**src/rtl/uart_tx_pkg.sv**
```systemverilog
// Shared types and sizing helpers for the FIFO-draining UART transmitter.
package uart_tx_pkg;

  typedef enum logic [2:0] {IDLE, LOAD, START, DATA, PARITY, STOP} state_e;

  function automatic int baud_cnt_w(input int clks_per_bit);
    return (clks_per_bit < 2) ? 1 : $clog2(clks_per_bit);
  endfunction

  function automatic int frame_len(input int data_w, input int parity_en,
                                   input int stop_bits, input int clks_per_bit);
    return (1 + data_w + parity_en + stop_bits) * clks_per_bit;
  endfunction

endpackage

```
**src/rtl/baud_tick_gen.sv**
```systemverilog
// Bit-period counter: counts 0..CLKS_PER_BIT-1 while run is high, flags the last cycle.
module baud_tick_gen
  import uart_tx_pkg::*;
#(
  parameter int CLKS_PER_BIT = 16,
  parameter int CNT_W        = baud_cnt_w(CLKS_PER_BIT)
) (
  input  logic clk,
  input  logic rst,
  input  logic clr,
  input  logic run,
  output logic bit_done
);

  localparam logic [CNT_W-1:0] LAST = CNT_W'(CLKS_PER_BIT - 1);

  logic [CNT_W-1:0] cnt;

  always_ff @(posedge clk) begin
    if (rst || clr) begin
      cnt <= '0;
    end else if (run) begin
      cnt <= (cnt == LAST) ? '0 : cnt + 1'b1;
    end
  end

  assign bit_done = run && (cnt == LAST);

endmodule

```
**src/rtl/fifo_uart_tx.sv**
```systemverilog
// Drains a registered-read FIFO one word at a time onto a UART line:
// start bit, DATA_W data bits LSB first, optional even parity, STOP_BITS stop bits.
module fifo_uart_tx
  import uart_tx_pkg::*;
#(
  parameter int DATA_W       = 8,
  parameter int CLKS_PER_BIT = 16,
  parameter int PARITY_EN    = 0,
  parameter int STOP_BITS    = 1,
  parameter int CNT_W        = 16
) (
  input  logic              clk,
  input  logic              rst,
  input  logic              en,
  input  logic              fifo_empty,
  input  logic [DATA_W-1:0] fifo_data,
  output logic              fifo_pop,
  output logic              tx,
  output logic              busy,
  output logic [CNT_W-1:0]  frame_count
);

  localparam int IDX_W = $clog2(DATA_W) + 1;
  localparam logic [IDX_W-1:0] LAST_DATA = IDX_W'(DATA_W - 1);
  localparam logic [IDX_W-1:0] LAST_STOP = IDX_W'(STOP_BITS - 1);

  state_e            state;
  logic [DATA_W-1:0] shreg;
  logic              par;
  logic [IDX_W-1:0]  bit_idx;
  logic              bit_done;
  logic              baud_run;
  logic              baud_clr;

  assign fifo_pop = (state == IDLE) && en && !fifo_empty && !rst;
  assign busy     = (state != IDLE);
  assign baud_run = (state == START) || (state == DATA) ||
                    (state == PARITY) || (state == STOP);
  assign baud_clr = (state == IDLE) || (state == LOAD);

  baud_tick_gen #(
    .CLKS_PER_BIT(CLKS_PER_BIT)
  ) u_baud (
    .clk      (clk),
    .rst      (rst),
    .clr      (baud_clr),
    .run      (baud_run),
    .bit_done (bit_done)
  );

  // Datapath: word captured in LOAD; shreg[0] always holds the next bit to drive.
  always_ff @(posedge clk) begin
    if (state == LOAD) begin
      shreg <= fifo_data;
      par   <= ^fifo_data;
    end else if (bit_done && ((state == START) || (state == DATA))) begin
      shreg <= shreg >> 1;
    end
  end

  always_ff @(posedge clk) begin
    if (rst) begin
      state       <= IDLE;
      tx          <= 1'b1;
      bit_idx     <= '0;
      frame_count <= '0;
    end else begin
      case (state)
        IDLE: begin
          tx      <= 1'b1;
          bit_idx <= '0;
          if (fifo_pop) state <= LOAD;
        end
        LOAD: begin
          tx    <= 1'b0;
          state <= START;
        end
        START: begin
          if (bit_done) begin
            tx      <= shreg[0];
            bit_idx <= '0;
            state   <= DATA;
          end
        end
        DATA: begin
          if (bit_done) begin
            if (bit_idx == LAST_DATA) begin
              bit_idx <= '0;
              if (PARITY_EN != 0) begin
                tx    <= par;
                state <= PARITY;
              end else begin
                tx    <= 1'b1;
                state <= STOP;
              end
            end else begin
              tx      <= shreg[0];
              bit_idx <= bit_idx + 1'b1;
            end
          end
        end
        PARITY: begin
          if (bit_done) begin
            tx    <= 1'b1;
            state <= STOP;
          end
        end
        STOP: begin
          if (bit_done) begin
            // bit_idx now counts stop bits
            if (bit_idx == LAST_STOP) begin
              bit_idx     <= '0;
              frame_count <= frame_count + 1'b1;
              state       <= IDLE;
            end else begin
              bit_idx <= bit_idx + 1'b1;
            end
          end
        end
        default: state <= IDLE;
      endcase
    end
  end

endmodule

```
**config.mk**
```make
export PLATFORM = sky130hd
export DESIGN_NAME = fifo_uart_tx
export DESIGN_NICKNAME = d
export VERILOG_FILES = /design/src/rtl/uart_tx_pkg.sv /design/src/rtl/baud_tick_gen.sv /design/src/rtl/fifo_uart_tx.sv
export SDC_FILE = /design/constraint.sdc
export NUM_CORES = 1
export LEC_CHECK = 0
export CAP_MARGIN = 0
export CORE_MARGIN = 5
export CORE_UTILIZATION = 53
export CTS_BUF_LIST = sky130_fd_sc_hd__clkbuf_8
export DETAILED_ROUTE_END_ITERATION = 10
export DONT_BUFFER_PORTS = 1
export HOLD_SLACK_MARGIN = 0.12
export PLACE_DENSITY = 0.76
export RECOVER_POWER = 25
export SYNTH_ARGS = -nofsm -noshare
export SYNTH_HDL_FRONTEND = slang
export SYNTH_SLANG_ARGS = --single-unit
```
**constraint.sdc**
```tcl
create_clock -name clk -period 2 [get_ports clk]
set_input_delay 0.4 -clock clk [delete_from_list [all_inputs] [get_ports clk]]
set_output_delay 0.4 -clock clk [all_outputs]
set_load 0.1 [all_outputs]
```
* Word level (Yosys, flattened, before mapping)
Cells that the tools add are included.
Word-level totals: register bits after elaboration 36, input bits 12, output and inout bits 19, logic and storage cells 67
Cells by class: $add $sub $neg 3, eq/ne operators 14, multiplexer cells 22, reduce and logical (&&, ||, !) cells 22
Operators with widths (number):
- $mux W4 | 6
- $mux W3 | 7
- $pmux W3 S6 | 1
- $add A16 B1 Y16 const B | 1
- $mux W8 | 2
- $pmux W4 S4 | 1
- $ne A2 B2 Y1 const B | 5
- $add A4 B1 Y4 const B | 2
- $reduce_and A4 Y1 | 2
- $reduce_and A7 Y1 | 1
- $eq A3 B2 Y1 const B | 2
- $eq A3 B3 Y1 const B | 2
- $logic_and A1 B1 Y1 | 5
- $logic_or A1 B1 Y1 | 5
- $pmux W1 S5 | 1
- $reduce_bool A5 Y1 | 1
- $eq A4 B3 Y1 const B | 1
- $eq A4 B4 Y1 const B | 1
- $logic_not A4 Y1 | 1
- $mux W1 | 4
- $ne A2 B1 Y1 const B | 2
- $reduce_bool A4 Y1 | 1
- $eq A3 B1 Y1 const B | 1
- $logic_not A3 Y1 | 1
- other kinds (4) | 5

* Logic depth before layout (Yosys ltp)
Gate-level depths: netlist of run 1.
depth after elaboration 8, depth in mapped cells 7, gate-level depth less buffers 6

* Modules after synthesis
Synthesis of run 1 repeated with hierarchy kept, for this count alone.
Second synthesis, totals: cell total of the unflattened synthesis 178, area total of the unflattened synthesis 1742.9 µm²
Modules (own cells, without submodules):
- fifo_uart_tx | instances 1, cells an instance 161, area an instance 1569.0 µm², seq. area each 720.7 µm²
- baud_tick_gen | instances 1, cells an instance 17, area an instance 173.9 µm², seq. area each 80.1 µm²

* Worst setup path after synthesis of run 1
OpenSTA, ideal clock, no wires.
path kind register -> output, from register state[2], to output fifo_pop, arrival time 3.487 ns, required time 1.600 ns, slack -1.887 ns, stages on the path, launching flop included 4, path buffers 1, cells stage by stage dfxtp_1 clkbuf_1 or3_1 nor3_1
On the way: word-level cells in the longest chain between the ends 4
Ends and longest elaborated chain:
- start, declared | RTL line fifo_uart_tx.sv:27 | state_e state;
- start signal, assigned | RTL line fifo_uart_tx.sv:63 | state <= IDLE;
- start signal, assigned | RTL line fifo_uart_tx.sv:72 | if (fifo_pop) state <= LOAD;
- start signal, assigned | RTL line fifo_uart_tx.sv:76 | state <= START;
- $logic_not A3 Y1 | RTL line fifo_uart_tx.sv:35 | assign fifo_pop = (state == IDLE) && en && !fifo_empty && !rst;
- $logic_and A1 B1 Y1 (3 in series) | RTL line fifo_uart_tx.sv:35
- end, declared | RTL line fifo_uart_tx.sv:17 | output logic fifo_pop,
Every way passes these cells.

* Worst setup path after layout of run 1
from register bit_idx[0], to register frame_count[12]
On the way: word-level cells in the longest chain between the ends 2
Ends and longest elaborated chain:
- start, declared | RTL line fifo_uart_tx.sv:30 | logic [IDX_W-1:0] bit_idx;
- start signal, assigned | RTL line fifo_uart_tx.sv:98 | bit_idx <= bit_idx + 1'b1;
- start signal, assigned | RTL line fifo_uart_tx.sv:116 | bit_idx <= bit_idx + 1'b1;
- $logic_not A4 Y1 | RTL line fifo_uart_tx.sv:111 | if (bit_idx == LAST_STOP) begin
- $reduce_and A3 Y1 (no source line)
- end signal, assigned | RTL line fifo_uart_tx.sv:113 | frame_count <= frame_count + 1'b1;
- end, declared | RTL line fifo_uart_tx.sv:20 | output logic [CNT_W-1:0] frame_count
Every way passes these cells. A chain may end at the register's enable or synchronous reset.

==> results of run 1 <==
-- sequential cells by signal, indices dropped and copies added (netlist names) --
name / count
bit_idx: 4
frame_count: 16
shreg: 8
state: 3
tx: 1
u_baud.cnt: 4
-- area by class of cell --
cell class | count | area (um2)
Fill cell | 316 | 1192
Multi-Input combinational cell | 149 | 993.5
Sequential cell | 36 | 813.3
Timing Repair Buffer | 29 | 205.2
Clock buffer | 6 | 82.58
Tap cell | 46 | 57.56
Clock inverter | 2 | 11.26
Inverter | 2 | 7.507
-- cells by family (layout without fill, tap and decap cells) --
logic type,after synthesis,count (layout),synth area share
simple gates,84,84,0.2731
mux,8,8,0.04824
buf+inv,15,39,0.03532
xor+xnor,6,6,0.02853
compound gates,47,47,0.1529
flops,36,36,0.4348
fa+ha+maj,4,4,0.02717
-- where the power goes --
| part | internal, uW | switching, uW | total (uW) |
|---|---|---|---|
| clock | 274 | 251 | 526 |
| sequential | 762 | 10.0 | 772 |
| combinational | 57.7 | 96.0 | 154 |
-- Yosys cell counts, drive strengths merged --
master / count
xor2: 6
nor3b: 1
o21ai: 11
nor2: 11
nor2b: 2
and2: 2
or3: 11
a32oi: 1
dfxtp: 28
buf: 2
and4bb: 1
mux2i: 1
edfxtp: 8
and4b: 2
a31oi: 1
nand3: 12
and4: 2
a211o: 1
o31ai: 1
nor3: 2
and3: 5
or4: 1
and3b: 2
ha: 4
o21a: 1
o311a: 1
a22o: 1
inv: 2
nand3b: 5
nand2b: 2
mux2: 7
a21oi: 21
nand2: 11
a211oi: 1
a221oi: 1
nor4b: 1
nor4: 4
nand4: 7
a21o: 4
o22a: 1
a2111oi: 1
clkbuf: 11
-- critical path, stage by stage (launching register included) --
cell and delay, ns:
dfxtp_1 0.35, inv_1 0.08, ha_1 0.19, and4bb_2 0.30, nand4_4 0.15, or4_1 0.53
a21oi_1 0.19
-- stage by stage --
| stage | setup WS [ns] | TNS [ns] |
|---|---|---|
| 2_1_floorplan | -0.1779 | -0.1779 |
| 3_3_place_gp | 0.1166 | 0 |
| 3_5_place_dp | 0.03378 | 0 |
| 4_1_cts | 0.1260 | 0 |
| 5_1_grt | 0.01480 | 0 |
| 6_report | 0.1364 | 0 |
-- timing repair --
action                     CTS  global route
hold endpoints to repair     0             0
resized for setup            1             0
setup endpoints to repair    2             0
hold buffers                 0             0
-- worst min path at each step --
stage	start	end
final	rst	frame_count[7]$_SDFFE_PP0P_
after global routing	rst	frame_count[7]$_SDFFE_PP0P_
after CTS	rst	frame_count[5]$_SDFFE_PP0P_
after detailed placement	rst	frame_count[7]$_SDFFE_PP0P_
after global placement	rst	frame_count[10]$_SDFFE_PP0P_
after floorplan	u_baud.cnt[1]$_SDFFE_PP0N_	u_baud.cnt[1]$_SDFFE_PP0N_
-- metal layers --
layer / GRT usage / share of wire / vias up
li1: - / - / 799
met1: 0.2162 / 0.43 / 771
met2: 0.3202 / 0.48 / 45
met3: 0.05997 / 0.066 / 14
met4: 0.09732 / 0.022 / 0
met5: 0 / 0 / -
-- cells in the final DEF (no fill, tap or decap), drive strengths merged, types with 7 or more instances in the layout --
master,count
o21ai,11
nand3,12
dfxtp,28
nor2,11
nand2,11
mux2,7
clkbuf,16
buf,19
or3,11
nand4,7
a21oi,21
edfxtp,8
==> results.sh, run 1 <==
export IMPL_core_area_mm2=0.003363
export IMPL_drc_errors=0
export IMPL_finish_instance_area_mm2=0.002171
export IMPL_synth_net_count=216
export IMPL_total_power_uw=1451
export IMPL_grt_total_usage=0.1907
export IMPL_ys_seq_elements=36
export IMPL_cp_endpoint="frame_count[12]$_SDFFE_PP0P_"
export IMPL_grt_overflow=0
export IMPL_ys_seq_area_frac=0.4348
export IMPL_fin_crit_sh=0.9318
export IMPL_synthTopCellsByArea="dfxtp_1, edfxtp_1, a21oi_1, mux2_2, or3_1"
export IMPL_die_area_mm2=0.004754
export IMPL_yosysTopAreaCellShare=0.3043
export IMPL_route_antenna_remaining_nets=0
export IMPL_worstSetupPathType="register to register"
export IMPL_postSynthAreaPerCell_um2=9.209
export IMPL_grt_pass1_vias=1537
export IMPL_arrival_ns=2.08
export IMPL_die_h_um=68.95
export IMPL_root_buffer="clkbuf_8"
export IMPL_cts_buffer_depth=2
export IMPL_antenna_found_initial=0
export IMPL_maxSlewHeadroom=0.5986
export IMPL_hold_viol_final=0
export IMPL_whs_path_depth=1
export IMPL_dpl_hpwl_um=3036
export IMPL_syn_inst=200
export IMPL_wire_per_inst_um=15.30
export IMPL_port_buffers=0
export IMPL_grt_pass1_wl_um=6713
export IMPL_max_cap_violations=0
export IMPL_r2r_cells=6
export IMPL_insertedDiodeCount=0
export IMPL_syn2layout_area_growth_pct=17.87
export IMPL_dp_cells=262
export IMPL_core_rowCount=21
export IMPL_grt_setup_unrepaired="no"
export IMPL_final_util=0.6455
export IMPL_netlist_area_mm2=0.001842
export IMPL_synth_cell_types=44
export IMPL_worstSkewPairLatency_ns=0.29
export IMPL_vias=1629
export IMPL_clk_pin_slew_worst_paths_ns=0.07
export IMPL_cts_made_buffers=5
export IMPL_worstReg2RegEnd="frame_count[12]$_SDFFE_PP0P_"
export IMPL_crit_start="bit_idx[0]$_SDFFE_PP0P_"
export IMPL_yosys_warnings=0
export IMPL_timing_final_crit_period_ns=1.864
export IMPL_drive_gt1_frac=0.2589
export IMPL_timing_rr_start="bit_idx[0]$_SDFFE_PP0P_"
export IMPL_clkSinkCount=36
export IMPL_required_ns=2.21
export IMPL_cts_tree="yes"
export IMPL_startpoint_type="register"
export IMPL_drtIter0Drc=85
export IMPL_hold_slack_ns=0.1716
export IMPL_grt_max_degree=28
export IMPL_gp_congestion=0.8099
export IMPL_start_util=0.5476
export IMPL_synth_area_leader_cell="dfxtp_1"
export IMPL_critical_path_peak_fanout=10
export IMPL_place_area_mm2=0.002101
export IMPL_wl_um=4132
export IMPL_worst_pin_slew_ns=0.6022
export IMPL_status="completed"
export IMPL_ir_drop_mv=0.5316
export IMPL_crit_path_end_kind="register"
export IMPL_num_io_pins=31
export IMPL_fin_cells=270
export IMPL_drv_slew=0
export IMPL_setup_viol=0
export IMPL_leakage_uw=0.0008493
export IMPL_post_cts_repair_setup_buffers=0
export IMPL_fin_skew_ns=0.008556
export IMPL_reg2reg_slack_ns=0.14
export IMPL_detailedRoute_firstPassIterationCount=4
export IMPL_min_path_type="primary input to register"
export IMPL_p_per_area_mw_per_mm2=668.6
export IMPL_via_per_inst=6.033
export IMPL_htreeDepth=2
export IMPL_max_freq_mhz=536.6
export IMPL_die_w_um=68.95
export IMPL_nets=239
(Power assumes the default switching activity.)
==> run 2, diff against run 1 <==
CORE_MARGIN = 2   (was 5)
CORE_UTILIZATION = 45   (was 53)
PLACE_DENSITY = 0.67   (was 0.76)
==> results.sh, run 2 (synthesis gave the netlist of run 1 again) <==
export IMPL_status="completed"
export IMPL_die_h_um=67.98
export IMPL_clk_pin_slew_worst_paths_ns=0.07
export IMPL_post_cts_repair_setup_buffers=0
export IMPL_hold_viol_final=0
export IMPL_clkSinkCount=36
export IMPL_reg_largest_list="frame_count: 16 flops, shreg: 8 flops"
export IMPL_min_path_type="primary input to register"
export IMPL_cts_buffer_depth=2
export IMPL_start_util=0.4638
export IMPL_maxSlewHeadroom=0.6024
export IMPL_port_buffers=0
export IMPL_drc_errors=0
export IMPL_final_cell_mix="a21oi_1, dfxtp_1, buf_4"
export IMPL_vias=1597
export IMPL_worstSetupPathType="register to output port"
export IMPL_total_power_uw=1544
export IMPL_grt_pass1_wl_um=6472
export IMPL_p_per_area_mw_per_mm2=712.8
export IMPL_required_ns=1.60
export IMPL_leakage_uw=0.0008416
export IMPL_r2r_cells=6
export IMPL_crit_start="state[1]$_SDFFE_PP0P_"
export IMPL_reg2reg_slack_ns=0.12
export IMPL_drv_slew=0
export IMPL_route_antenna_remaining_nets=0
export IMPL_fin_skew_ns=0.007569
export IMPL_via_per_inst=5.893
export IMPL_wire_per_inst_um=14.96
export IMPL_core_area_mm2=0.003971
export IMPL_antenna_found_initial=0
export IMPL_worstSkewPairLatency_ns=0.29
export IMPL_insertedDiodeCount=0
export IMPL_max_cap_violations=0
export IMPL_detailedRoute_firstPassIterationCount=4
export IMPL_dpl_hpwl_um=2955
export IMPL_cts_made_buffers=5
export IMPL_worstReg2RegEnd="frame_count[12]$_SDFFE_PP0P_"
export IMPL_grt_total_usage=0.1888
export IMPL_die_area_mm2=0.004621
export IMPL_final_common_cell="a21oi_1"
export IMPL_timing_final_crit_period_ns=1.913
export IMPL_slowest_delay_ns=0.43
export IMPL_grt_setup_unrepaired="no"
export IMPL_grt_overflow=0
export IMPL_ir_drop_mv=0.4294
export IMPL_nets=236
export IMPL_syn2layout_area_growth_pct=17.60
export IMPL_die_w_um=67.98
export IMPL_slowest_stage="dfxtp_2"
export IMPL_htreeDepth=2
export IMPL_drtIter0Drc=103
export IMPL_setup_viol=0
export IMPL_num_fill_cells=346
export IMPL_gp_congestion=0.8164
export IMPL_fin_tns_setup_ns=0
export IMPL_arrival_ns=1.51
export IMPL_critical_path_peak_fanout=21
export IMPL_drive_gt1_frac=0.2534
export IMPL_path_cells="or3_4 -> nor3_4 -> buf_12"
export IMPL_crit_path_end_kind="output port"
export IMPL_hold_end="frame_count[7]$_SDFFE_PP0P_"
export IMPL_largest_reg_flops=16
export IMPL_hold_start="rst"
export IMPL_root_buffer="clkbuf_8"
export IMPL_wl_um=4054
export IMPL_fin_crit_sh=0.9565
export IMPL_cts_tree="yes"
export IMPL_timing_rr_start="bit_idx[0]$_SDFFE_PP0P_"
export IMPL_whs_path_depth=1
export IMPL_worst_pin_slew_ns=0.5964
export IMPL_num_io_pins=31
export IMPL_startpoint_type="register"
export IMPL_grt_pass1_vias=1554
export IMPL_grt_max_degree=28
export IMPL_largest_register="frame_count"
export IMPL_postCtsHoldBufs=0
export IMPL_core_rowCount=23
export IMPL_max_freq_mhz=522.7
[run 2: timing repair]
action	in CTS	in global routing
gates resized for setup	2	1
endpoints found under the setup margin	1	14
pin swaps	0	0
[run 2: worst max path at each step]
stage / end
after floorplan: fifo_pop
after detailed placement: frame_count[12]$_SDFFE_PP0P_
after global placement: frame_count[12]$_SDFFE_PP0P_
after global routing: frame_count[7]$_SDFFE_PP0P_
after CTS: fifo_pop
final: fifo_pop
[run 2: per-layer routing]
layer / part of all wire / wire length, um / GRT usage
met5: 0 / 0 / 0
met1: 0.42 / 1697 / 0.1979
met2: 0.51 / 2054 / 0.3337
met4: 0.015 / 62 / 0.08500
met3: 0.059 / 239 / 0.07072
[run 2: report_power, final]
| part | internal (uW) | switching, uW | leakage [uW] |
|---|---|---|---|
| logic | 55.3 | 89.3 | 0.000477 |
| registers | 762 | 16.7 | 0.000305 |
| clock network | 365 | 256 | 0.0000593 |
[run 2: critical path, delay by kind of cell, from the launching register on]
kind	cells	cell delay (ns)
flops	1	0.43
buf+inv	1	0.20
simple gates	2	0.59
[run 2: area by class of cell]
class                      count  area [um2]  share of cell area
inverter                       2       7.507            0.003466
timing repair buffer          26       178.9             0.08261
clock buffer                   5       68.82             0.03177
sequential                    36       815.8              0.3767
clock inverter                 3       38.79             0.01791
tap                           50       62.56             0.02889
multi-input combinational    149       993.5              0.4587
[run 2: through the flow]
stage               area [um2]  cells  hold WS [ns]  setup slack [ns]  utilization
global placement          2083    263        0.4669            0.1956       0.5246
finish                    2166    271        0.1603           0.08696       0.5454
detailed placement        2083    263        0.4691            0.1229       0.5246
CTS                       2193    271        0.1512           0.08307       0.5523
floorplan                 1892    200        0.4651           -0.1779            -
global route              2166    271        0.1501          0.003650       0.5454
==> run 3, diff against run 2 <==
PLACE_DENSITY = 0.65   (was 0.67)
clock period = 2.3 ns   (was 2 ns; I/O delays follow)
==> results.sh, run 3 (synthesis gave the netlist of run 1 again) <==
export IMPL_slowest_delay_ns=0.67
export IMPL_pwr_share_comb=0.102
export IMPL_wire_per_inst_um=15.57
export IMPL_cts_tree="yes"
export IMPL_route_antenna_remaining_nets=0
export IMPL_timing_final_crit_period_ns=2.165
export IMPL_via_per_inst=6.049
export IMPL_status="completed"
export IMPL_grt_setup_unrepaired="no"
export IMPL_wl_um=4157
export IMPL_cts_resized=0
export IMPL_drc_errors=0
export IMPL_slowest_stage="and3_1"
export IMPL_insertedDiodeCount=0
export IMPL_largest_register="frame_count"
export IMPL_post_cts_repair_setup_buffers=0
export IMPL_setup_viol=0
export IMPL_clkPwrFrac=0.349
export IMPL_core_rowCount=23
export IMPL_fin_skew_ns=0.003628
export IMPL_crit_start="u_baud.cnt[0]$_SDFFE_PP0N_"
export IMPL_final_cell_mix="dfxtp_1, a21oi_1, nand3_1"
export IMPL_drtIter0Drc=76
export IMPL_dp_cells=259
export IMPL_final_common_cell="dfxtp_1"
export IMPL_postCtsHoldBufs=0
export IMPL_pwr_share_seq=0.549
export IMPL_ir_drop_mv=0.3191
export IMPL_start_util=0.4638
export IMPL_fin_tns_setup_ns=0
export IMPL_p_per_area_mw_per_mm2=589.5
export IMPL_die_area_mm2=0.004621
export IMPL_max_cap_violations=0
export IMPL_cts_made_buffers=5
export IMPL_hold_start="rst"
export IMPL_cts_buffer_depth=2
export IMPL_die_h_um=67.98
export IMPL_reg_largest_list="frame_count: 16 flops, shreg: 8 flops"
export IMPL_die_w_um=67.98
export IMPL_crit_path_end_kind="register"
export IMPL_detailedRoute_firstPassIterationCount=4
export IMPL_required_ns=2.53
export IMPL_core_area_mm2=0.003971
export IMPL_clkSinkCount=36
export IMPL_worst_pin_slew_ns=1.188
export IMPL_worstSetupPathType="register to register"
export IMPL_clk_pin_slew_worst_paths_ns=0.07
export IMPL_grt_overflow=0
export IMPL_largest_reg_flops=16
export IMPL_grt_pass1_wl_um=6837
export IMPL_switching_share=0.2572
export IMPL_min_path_type="primary input to register"
export IMPL_p_int_uw=914.9
export IMPL_drive_gt1_frac=0.1797
export IMPL_nets=232
export IMPL_grt_max_degree=28
export IMPL_syn2layout_area_growth_pct=13.45
export IMPL_worstSkewPairLatency_ns=0.29
export IMPL_num_io_pins=31
export IMPL_root_buffer="clkbuf_8"
export IMPL_path_cells="ha_1 -> and3_1 -> nand3_1 -> or3_1 -> a21oi_1"
export IMPL_port_buffers=0
export IMPL_arrival_ns=2.39
export IMPL_grt_total_usage=0.1956
export IMPL_grt_pass1_vias=1506
export IMPL_hold_slack_ns=0.2328
export IMPL_maxSlewHeadroom=0.2081
export IMPL_max_freq_mhz=461.9
export IMPL_fin_cells=267
export IMPL_hold_viol_final=0
export IMPL_power_switching_uw=316.8
export IMPL_startpoint_type="register"
export IMPL_htreeDepth=2
export IMPL_timing_rr_start="u_baud.cnt[0]$_SDFFE_PP0N_"
export IMPL_dpl_hpwl_um=3001
export IMPL_antenna_found_initial=0
export IMPL_leakage_uw=0.0007920
export IMPL_critical_path_peak_fanout=22
export IMPL_gp_congestion=0.8730
export IMPL_vias=1615
export IMPL_drv_slew=0
export IMPL_num_fill_cells=377
export IMPL_fin_crit_sh=0.9413
==> run 3: cell types whose count changed in the layout (fill, tap and decap cells not counted) <==
cell	change
inv_1	-1
dfxtp_2	-10
clkbuf_1	+2
and3_1	+1
dfxtp_1	+10
buf_4	-6
clkinv_1	+1
and3_2	-1
clkinv_2	+1
bufinv_16	-1
==> run 3: final timing paths <==
check,end,slack (ns),cells after the start
worst min-delay path,u_baud.cnt[1]$_SDFFE_PP0N_,0.23,1
worst max register to register,frame_count[5]$_SDFFE_PP0P_,0.14,5
worst max-delay path,frame_count[5]$_SDFFE_PP0P_,0.14,5
worst min register to register,frame_count[15]$_SDFFE_PP0P_,0.48,2
==> run 3: power by group through the flow <==
stage	clock network [uW]	logic, uW	registers (uW)
final	430	126	676
after CTS	434	128	676
after global routing	461	135	678
after detailed placement	0	127	690
after global placement	0	124	689
after floorplan	0	104	693
==> run 3: through the flow <==
| step | setup slack (ns) | area [um2] | util | power (uW) |
|---|---|---|---|---|
| floorplan | 0.001913 | 1861 | - | 796.4 |
| global placement | 0.3017 | 2043 | 0.5145 | 812.8 |
| detailed placement | 0.1778 | 2043 | 0.5145 | 817.0 |
| CTS | 0.1544 | 2126 | 0.5353 | 1238 |
| global route | 0.004752 | 2090 | 0.5262 | 1274 |
| finish | 0.1350 | 2090 | 0.5262 | 1232 |
==> run 3: worst max-delay path: cells and delay by family (launching register included) <==
kind / cells / cell delay [ns]
adder cells (fa/ha/maj): 1 / 0.24
AO/OA/AOI/OAI: 1 / 0.14
flip-flops: 1 / 0.37
AND/OR/NAND/NOR: 3 / 1.36
==> run 3: area by class of cell <==
cell class / instances / area (um2) / area share
Clock buffer: 5 / 68.82 / 0.03293
Clock inverter: 3 / 13.76 / 0.006587
Inverter: 2 / 7.507 / 0.003593
Multi-Input combinational cell: 149 / 992.2 / 0.4749
Sequential cell: 36 / 803.3 / 0.3844
Tap cell: 50 / 62.56 / 0.02994
Timing Repair Buffer: 22 / 141.4 / 0.06766
==> run 3: layer usage <==
layer | wire length (um) | global-route usage | vias to the layer above
li1 | - | - | 780
met1 | 1760 | 0.2323 | 788
met2 | 2153 | 0.3337 | 38
met3 | 185 | 0.05099 | 9
met4 | 58 | 0.08000 | 0
met5 | 0 | 0 | -
